[src/rtl/ram_arbiter_2.sv]
// Two-requester arbiter in front of a simple dual-port RAM: independent round-robin
// write and read channels, read-after-write hazard stall, 1-cycle read response.
module ram_arbiter_2 #(
  parameter int DataWidth = 8,
  parameter int AddrWidth = 10
) (
  input  logic                   clk,
  input  logic                   reset,
  input  logic [1:0]             req_valid,
  input  logic [1:0]             req_write,
  input  logic [2*AddrWidth-1:0] req_addr,
  input  logic [2*DataWidth-1:0] req_data,
  output logic [1:0]             req_ready,
  output logic [1:0]             rsp_valid,
  output logic [DataWidth-1:0]   rsp_data,
  output logic                   ram_write_en,
  output logic [AddrWidth-1:0]   ram_write_addr,
  output logic [DataWidth-1:0]   ram_write_data,
  output logic                   ram_read_en,
  output logic [AddrWidth-1:0]   ram_read_addr,
  input  logic [DataWidth-1:0]   ram_read_data
);

  logic                 wr_last_q, wr_last_d;
  logic                 rd_last_q, rd_last_d;
  logic [1:0]           rsp_vld_q, rsp_vld_d;

  logic [1:0]           wr_cand, rd_cand;
  logic                 wr_idx, rd_idx;
  logic                 wr_any, rd_any, hazard;
  logic [1:0]           wr_gnt, rd_gnt;
  logic [AddrWidth-1:0] wr_addr, rd_addr;
  logic [DataWidth-1:0] wr_data;

  always_comb begin
    wr_cand = req_valid & req_write & {2{~reset}};
    rd_cand = req_valid & ~req_write & {2{~reset}};

    // With both contending, the requester not served last wins.
    wr_idx  = (wr_cand == 2'b11) ? ~wr_last_q : wr_cand[1];
    rd_idx  = (rd_cand == 2'b11) ? ~rd_last_q : rd_cand[1];

    wr_addr = wr_idx ? req_addr[AddrWidth +: AddrWidth] : req_addr[0 +: AddrWidth];
    wr_data = wr_idx ? req_data[DataWidth +: DataWidth] : req_data[0 +: DataWidth];
    rd_addr = rd_idx ? req_addr[AddrWidth +: AddrWidth] : req_addr[0 +: AddrWidth];

    wr_any  = |wr_cand;
    // A read of the address being written this cycle waits one cycle so it sees the new word.
    hazard  = wr_any && (|rd_cand) && (rd_addr == wr_addr);
    rd_any  = (|rd_cand) && !hazard;

    wr_gnt  = wr_any ? (wr_idx ? 2'b10 : 2'b01) : 2'b00;
    rd_gnt  = rd_any ? (rd_idx ? 2'b10 : 2'b01) : 2'b00;

    req_ready      = wr_gnt | rd_gnt;
    ram_write_en   = wr_any;
    ram_write_addr = wr_any ? wr_addr : '0;
    ram_write_data = wr_any ? wr_data : '0;
    ram_read_en    = rd_any;
    ram_read_addr  = rd_any ? rd_addr : '0;

    wr_last_d = wr_any ? wr_idx : wr_last_q;
    rd_last_d = rd_any ? rd_idx : rd_last_q;
    rsp_vld_d = rd_gnt;
  end

  always_ff @(posedge clk) begin
    if (reset) begin
      wr_last_q <= 1'b1;
      rd_last_q <= 1'b1;
      rsp_vld_q <= 2'b00;
    end else begin
      wr_last_q <= wr_last_d;
      rd_last_q <= rd_last_d;
      rsp_vld_q <= rsp_vld_d;
    end
  end

  // Masking with reset kills a response whose read was granted just before reset.
  always_comb begin
    rsp_valid = rsp_vld_q & {2{~reset}};
    rsp_data  = (|rsp_valid) ? ram_read_data : '0;
  end

endmodule

[config.mk]
export PLATFORM = sky130hd
export DESIGN_NAME = ram_arbiter_2
export DESIGN_NICKNAME = d
export VERILOG_FILES = /design/src/rtl/ram_arbiter_2.sv
export SDC_FILE = /design/constraint.sdc
export NUM_CORES = 1
export LEC_CHECK = 0
export ABC_AREA = 1
export CAP_MARGIN = 20
export CORE_UTILIZATION = 35
export DETAILED_ROUTE_END_ITERATION = 10
export PLACE_DENSITY = 0.82
export SYNTH_ARGS = -nofsm -noshare
export SYNTH_HDL_FRONTEND = slang
export SYNTH_SLANG_ARGS = --single-unit
[constraint.sdc]
create_clock -name clk -period 2.1 [get_ports clk]
set_input_delay 0.21 -clock clk [delete_from_list [all_inputs] [get_ports clk]]
set_output_delay 0.21 -clock clk [all_outputs]
set_load 0.02 [all_outputs]
[Word level (Yosys, flattened, before mapping)]
Index checks and enable logic that the tools add are counted.
Cells by class
  eq/ne operators: 3
  muxes and demuxes: 13
  bitwise logic cells: 10
  reduce and logical (&&, ||, !) cells: 7
Operator list (count)
  two-way mux 10 bit: 4
  two-way mux 8 bit: 3
  bitwise AND 2 bit: 5
  == test 10 bit: 1
  two-way mux 2 bit: 4
  OR reduction 2 bit: 3
  == test 2 bit (second input constant): 2
  logical AND 1 bit: 3
  NOT 1 bit: 3
  two-way mux 1 bit: 2
  NOT 2 bit: 1
  bitwise OR 2 bit: 1
  logical NOT 1 bit: 1
Storage, ports and cells
  bits in registers: 4
  input bits: 50
  word-level logic and storage cells: 36

[Depth between registers and ports, before layout]
Gate-level depths: netlist of the first run.
  depth in word-level cells: 12
  gate-level depth with buffers: 16

[Worst setup path after synthesis of the first run]
OpenSTA, ideal clock, no wires.
  path kind: input to output
  start: input reset
  end: output req_ready[0]
  arrival: 1.692 ns
  required time: 1.890 ns
  setup slack: 0.198 ns
  cell stages on the path: 13
  cell sequence: buf_6 -> nor2_4 -> buf_2 -> nand3_1 -> nand2_1 -> nand2_1 -> nand2_1 -> nor2_1 -> nand2_1 -> nor2_1 -> nand2_2 -> nand2_4 -> o21ai_0
Between the ends
  word-level cells in the longest chain between the ends: 11
RTL lines
  from (decl): RTL line 8  | input logic reset,
  NOT 1 bit (*): RTL line 36, 37
  bitwise AND 2 bit (on tied branches): RTL line 37, 36
  == test 2 bit (on tied branches): RTL line 41, 40
  two-way mux 1 bit (on tied branches): RTL line 41, 40
  two-way mux 10 bit (on tied branches): RTL line 45, 43
  == test 10 bit: RTL line 49  | hazard = wr_any && (|rd_cand) && (rd_addr == wr_addr);
  logical AND 1 bit: RTL line 49
  logical NOT 1 bit: RTL line 50  | rd_any = (|rd_cand) && !hazard;
  logical AND 1 bit: RTL line 50
  two-way mux 2 bit: RTL line 53  | rd_gnt = rd_any ? (rd_idx ? 2'b10 : 2'b01) : 2'b00;
  bitwise OR 2 bit (*): RTL line 55  | req_ready = wr_gnt | rd_gnt;
  to (decl): RTL line 13  | output logic [1:0] req_ready,
Every way passes the cells marked *; elsewhere a longest branch is shown, timed or not.

[Worst setup path in the final report of the first run]
  start: register wr_last_q
  end: output ram_read_addr[3]
Between the ends
  word-level cells in the longest chain between the ends: 8
RTL lines
  from (decl): RTL line 24  | logic wr_last_q, wr_last_d;
  from (signal assigned): RTL line 73  | wr_last_q <= wr_last_d;
  NOT 1 bit: RTL line 40  | wr_idx = (wr_cand == 2'b11) ? ~wr_last_q : wr_cand[1];
  two-way mux 1 bit: RTL line 40
  two-way mux 10 bit: RTL line 43  | wr_addr = wr_idx ? req_addr[AddrWidth +: AddrWidth] : req_addr[0 +: AddrWidth];
  == test 10 bit: RTL line 49
  logical AND 1 bit: RTL line 49
  logical NOT 1 bit: RTL line 50
  logical AND 1 bit: RTL line 50
  two-way mux 10 bit: RTL line 60  | ram_read_addr = rd_any ? rd_addr : '0;
  to (decl): RTL line 20  | output logic [AddrWidth-1:0] ram_read_addr,
Every way passes these cells.

==> results of run 1 <==
power breakdown:
part           internal [mW]  switching [mW]  leakage [nW]
Sequential            0.0815         0.00398        0.0323
Combinational          0.303           0.305          1.64
Clock                 0.0644          0.0380        0.0138
Total                  0.449           0.347          1.68
worst paths after layout:
path	startpoint	to	cells past startpoint	slack [ps]
max	wr_last_q$_SDFFE_PP1P_	ram_read_addr[3]	16	-330
max reg2reg	wr_last_q$_SDFFE_PP1P_	rd_last_q$_SDFFE_PP1P_	18	-70
min	reset	rd_last_q$_SDFFE_PP1P_	4	420
min reg2reg	rd_last_q$_SDFFE_PP1P_	rd_last_q$_SDFFE_PP1P_	2	500
worst max-delay path, cell delays in order (launching register included):
cell,delay (ps)
dfxtp_2,330
nand4_4,80
nand2_4,90
buf_12,150
buf_12,140
nand2_1,70
nand2_1,60
nand2_1,70
nand2_1,80
nor2_2,180
nand2_2,110
nor2_4,90
nand2_2,80
nand2_4,120
buf_12,140
nor2_2,40
buf_6,120
per-stage QoR:
stage,TNS (ps),util,instances
floorplan,0,-,251
global placement,-20590,0.728,417
detailed placement,-22970,0.728,417
CTS,-395,0.768,430
global route,-5670,0.843,437
finish,-4160,0.843,437
sequential cells by signal, summed over array words and instances, names as in the netlist:
name	cells
rsp_vld_q	2
rd_last_q	1
wr_last_q	1
cell type report:
type / count / area (um^2) / share of cell area
flip-flops and latches: 4 / 82.6 / 0.0289
inverters: 41 / 159 / 0.0556
repair buffers: 147 / 1490 / 0.521
multi-input cells: 196 / 1050 / 0.367
clock buffers: 3 / 22.5 / 0.00788
well taps: 46 / 57.6 / 0.0201
per-layer routing:
| layer | vias up | global-route usage | routed length, um |
|---|---|---|---|
| met5 | - | 0 | 0 |
| met4 | 0 | 0.0540 | 277 |
| met3 | 40 | 0.0497 | 539 |
| met2 | 146 | 0.484 | 3350 |
| met1 | 991 | 0.349 | 2390 |
| li1 | 1040 | - | - |
timing repair:
item / in CTS / in global routing
resized for setup: 101 / 60
setup buffers: 7 / 6
hold endpoints to repair: 0 / 0
cloned: 3 / 1
setup endpoints to repair: 40 / 25
pin swaps: 9 / 11
cell families (layout without fill, tap and decap cells):
kind of cell	after synthesis	count (layout)
simple gates	184	185
buf+inv	52	191
compound gates	11	11
flops	4	4
cells in the final DEF (no fill, tap or decap), types with 8 or more instances in the layout:
master,instances
buf_4,43
buf_6,15
clkdlybuf4s50_1,54
dlymetal6s2s_1,11
inv_1,32
nand2_1,85
nand2_2,11
nand3_1,32
nor2_1,27
nor2_2,8
==> metrics.md, run 1 <==
| Metric | Value |
|---|---|
| Post-synth EDFFs | 0 |
| Hold Slack | between 400 and 500 ps |
| Failing checks | setup timing |
| Die ar. | 3830 um^2 |
| Core area | roughly 3400 um^2 |
| Total power | about 800 uW |
| Vias in the first global route | between 1.5k and 2k |
| Syn-to-layout area delta | 128% |
| Height of the chip | ~60 um |
| Worst VDD drop | between 0.3 and 0.4 mV |
| Root buffer cell | clkbuf_4 |
| Status | finished, violations left |
| Worst-path clk slew | around 40 ps |
| Crit start category | flip-flop |
| Max Cap Viol | 0 |
| Commonest cells post-synth | nand2_1 (96), inv_1 (34), nand3_1 (34) |
| Most common cell in the netlist | nand2_1 |
| Clk buf depth | 2 |
| Fin crit period | 2430 ps |
| Nets | 443 |
| Largest net degree at the start of global routing | 18 |
| Fin. Hold Viols | 0 |
| Pwr dens | 279 nW/um^2 |
| Detailed Route Iter0 Violations | ~190 |
| Synth Area in Simple Gates | 0.676 |
| Ratio of cells with drive above 1 in the final layout | 0.332 |
| LEAKAGE | 1.68 nW |
| Total Wirelength | 6560 um |
| Register bit total from synthesis | 4 |
| Initial antenna violation count | 0 |
| Starting Density | 0.370 |
| Slew of the pin with the lowest slew margin | between 300 and 400 ps |
| Critical path data arrival time | roughly 2200 ps |
| Post-synthesis adder-cell area fraction | 0 |
| Area fraction in compound gates after synthesis | 0.0519 |
| DP Area | about 2500 um^2 |
| Synth Area in XOR/XNOR | 0 |
| Pre-CTS setup slack | -835 ps |
| Mux cell area share after synthesis | 0 |
| Syn_nets | 301 |
| Initial DRT Pass Iterations | 5 |
| Gr ovfl total | 0 |
| Max-slew violations | 0 |
| Routed via count | between 2k and 2.5k |
| DRC Markers | 0 |
| CP Capture Type | output port |
| Synth top area cells | nand2_1 (29%), nand3_1 (14%), inv_1 (10%) |
| Synth Instances | 251 |
| Slew headroom | 0.795 |
| IO Count | 92 |
| Worst Slack Setup Final | -333 ps |
| Rows | 21 |
| Design area | 2860 um^2 |
| Post-DRT Antenna Nets | 0 |
| Syn Area/Cell | 4.99 um^2 |
| CTS tree | built |
| Post-CTS Hold Fix Bufs | 0 |
| Cell taking the most area after synthesis | nand2_1 |
| Critical Path Fanout Max | 8 |
| Yosys warnings | 0 |
| Period Utilization, post-route | 1.16 |
| Setup violators final | 15 |
| Synth unique cells | 28 |
| Synthesized cell area | approximately 1300 um^2 |
| CP Class | reg2out |
| Worst-skew pair later-pin latency | 240 ps |
| Largest family of logic cells by synthesized area | simple AND/OR/NAND/NOR gates |
| F_max | about 410 MHz |
| Placer Congestion | roughly 0.84 |
| CP required | ~1900 ps |
| Async set-reset flop share out of synthesis | 0 |
| Fillers | 186 |
| Die width | a little over 60 um |
| CTS HTree Levels | 1 |
| Clock skew | roughly 2.3 ps |
| Worst hold path type | in2reg |
| HPWL Detailed | around 3600 um |
| # diodes | 0 |
| Gr usage total | 0.274 |
| Synth Flop Type | dfxtp_1 |
| CTS buffer count | 3 |
| Port bufs | 91 |
| Top-area cell type share of the netlist area | 0.287 |
| Wire per inst | 15.0 um |
| Part of the Yosys area used for sequential elements | 0.0639 |
| CTS sink count | 4 |
| First-pass GRT wire length | 7770 um |
| Vias/cell | 5.07 |
| RSZ-0062 raised after global routing | true |
Power figures use the tool's default switching activity.
==> run 2: changes to the inputs <==
Settings changed: CORE_UTILIZATION 35 to 32, PLACE_DENSITY 0.82 to 0.79.
Clock period 2.1 ns to 1.99 ns, I/O delays scaled along.
==> run 2 against run 1 <==
Hold slack better by 23 ps. Utilization is 5.4 points lower. The run still ends with setup timing left. Critical endpoint unchanged. Largest cell class unchanged. Routed wire length is 5.2% higher. Sequential cell count unchanged.
==> metrics.md, run 2 (same netlist as run 1, synthesis figures left out) <==
| Metric | Value |
|---|---|
| Status | finished, violations left |
| Failing checks | setup timing |
| Clk buf depth | 2 |
| Ratio of cells with drive above 1 in the final layout | 0.361 |
| Dpl cells | ~420 |
| Port bufs | slightly above 90 |
| First-pass GRT wire length | between 9000 and 10000 um |
| Detailed Route Iter0 Violations | 215 |
| Pre-CTS setup slack | -924 ps |
| CTS tree | built |
| CP required | around 1800 ps |
| Slew headroom | 0.782 |
| Max reg flops | 2 |
| CP dominant cell by count | nand2_1 |
| Multi-input gate area | roughly 1100 um^2 |
| Nets | between 400 and 500 |
| Fin crit period | about 2400 ps |
| Initial DRT Pass Iterations | 7 |
| Hold Slack | roughly 440 ps |
| CTS sink count | 4 |
| Worst-skew pair later-pin latency | around 210 ps |
| Max Cap Viol | 0 |
| Setup violators final | 14 |
| Worst hold path type | in2reg |
| Worst Slack Setup Final | -381 ps |
| Reg with most FFs | rsp_vld_q |
| Register area | just over 80 um^2 |
| Fin cells | 447 |
| CP Capture Type | output port |
| CP Buf/Inv Count | 5 |
| Worst-path clk slew | approximately 30 ps |
| Height of the chip | between 60 and 70 um |
| Most frequent cells in the layout | nand2_1 (84), clkdlybuf4s50_1 (54), buf_4 (48) |
| Max stage delay on crit path | 240 ps |
| Clock skew | roughly 0.091 ps |
| Slew of the pin with the lowest slew margin | approximately 330 ps |
| Root buffer cell | clkbuf_8 |
| Syn-to-layout area delta | 134% |
| Rows | 22 |
| Gr usage total | 0.276 |
| Worst VDD drop | between 0.15 and 0.2 mV |
| HPWL Detailed | about 3400 um |
| DRC Markers | 0 |
| F_max | ~420 MHz |
| CTS HTree Levels | 1 |
| Initial antenna violation count | 0 |
| Most common cell after layout, fill and taps aside | nand2_1 |
| Placer Congestion | 0.851 |
| Routed via count | around 2.3k |
| Vias in the first global route | about 2k |
| Gr ovfl total | 0 |
| Critical Path Fanout Max | 7 |
| LEAKAGE | 1.59 nW |
| Pwr dens | between 300 and 400 nW/um^2 |
| RSZ-0062 raised after global routing | true |
| Delay-heaviest family, CP | simple AND/OR/NAND/NOR gates |
| IO Count | just over 90 |
| Core Util, Final | 0.789 |
| Max-slew violations | 0 |
| Worst path cell trace | clkdlybuf4s15_2 > inv_2 > nand3_4 > buf_12 > nand2_8 > nand2_1 > nand2_1 > nand2_1 > nand2_1 > nor2_1 > nand2_1 > nor2_2 > nand2_2 > nand2_4 > buf_12 > nor2_2 > buf_6 |
| Fillers | ~240 |
| Wire per inst | ~15 um |
| Largest net degree at the start of global routing | 20 |
| Starting Density | 0.337 |
| Critical path data arrival time | 2170 ps |
| CP Class | in2out |
| CTS buffer count | 3 |
| Total Wirelength | 6900 um |
| Die width | between 60 and 70 um |
| Slowest stage cell on the critical path | clkdlybuf4s15_2 |
| Biggest regs | rsp_vld_q x2, rd_last_q x1, wr_last_q x1 |
| Die ar. | 4170 um^2 |
| Period Utilization, post-route | 1.19 |
| Core area | roughly 3700 um^2 |
| Fin. Hold Viols | 0 |
| Vias/cell | roughly 5.1 |
| Crit start category | input pin |
| # diodes | 0 |
| Post-DRT Antenna Nets | 0 |
## run 2: worst paths after layout
check                               from                     end  slack [ps]  depth (start not counted)
setup / recovery            req_write[0]        ram_read_addr[3]        -380                         17
hold / removal                     reset  rd_last_q$_SDFFE_PP1P_         440                          4
setup reg to reg  rd_last_q$_SDFFE_PP1P_  rd_last_q$_SDFFE_PP1P_         -40                         15
hold reg to reg   rd_last_q$_SDFFE_PP1P_  rd_last_q$_SDFFE_PP1P_         500                          2
## run 2: area by class of cell
cell class              count  area share
clock buffers               3      0.0141
flip-flops and latches      4      0.0282
inverters                  41      0.0546
multi-input cells         196       0.362
well taps                  48      0.0205
repair buffers            155       0.520
## run 2: through the flow
stage                     cell area [um^2]  power, mW  setup TNS [ps]
after floorplan                       1250      0.340               0
after global placement                2470      0.618          -24180
final                                 2930      0.916           -4790
after CTS                             2780      0.844           -2160
after detailed placement              2470      0.622          -25080
after global routing                  2930      0.962           -5570
## run 2: tightest hold or removal path, delay by kind of cell
| kind | cells | cell delay [ps] |
|---|---|---|
| buffers and inverters | 3 | 330 |
| and+or+nand+nor | 1 | 70 |
## run 2: metal layers
layer / up-vias / track usage / wire length (um)
met2: 171 / 0.488 / 3410
met1: 1006 / 0.335 / 2520
met4: 0 / 0.106 / 383
met3: 44 / 0.0352 / 589
li1: 1063 / - / -
met5: - / 0 / 0
## run 2: report_power, final
part	total, mW	leakage [nW]	switching [mW]	internal, mW
sequential	0.0897	0.0323	0.00335	0.0863
combinational	0.658	1.54	0.331	0.328
clock	0.167	0.0216	0.0388	0.129
total	0.916	1.59	0.373	0.543
## run 2: what timing repair did
item	in CTS	in global routing
buffers inserted	10	7
gates cloned	4	2
hold endpoints to repair	0	0
resized for setup	145	33
endpoints found under the setup margin	45	27
pin swaps	12	19
hold buffers	0	0
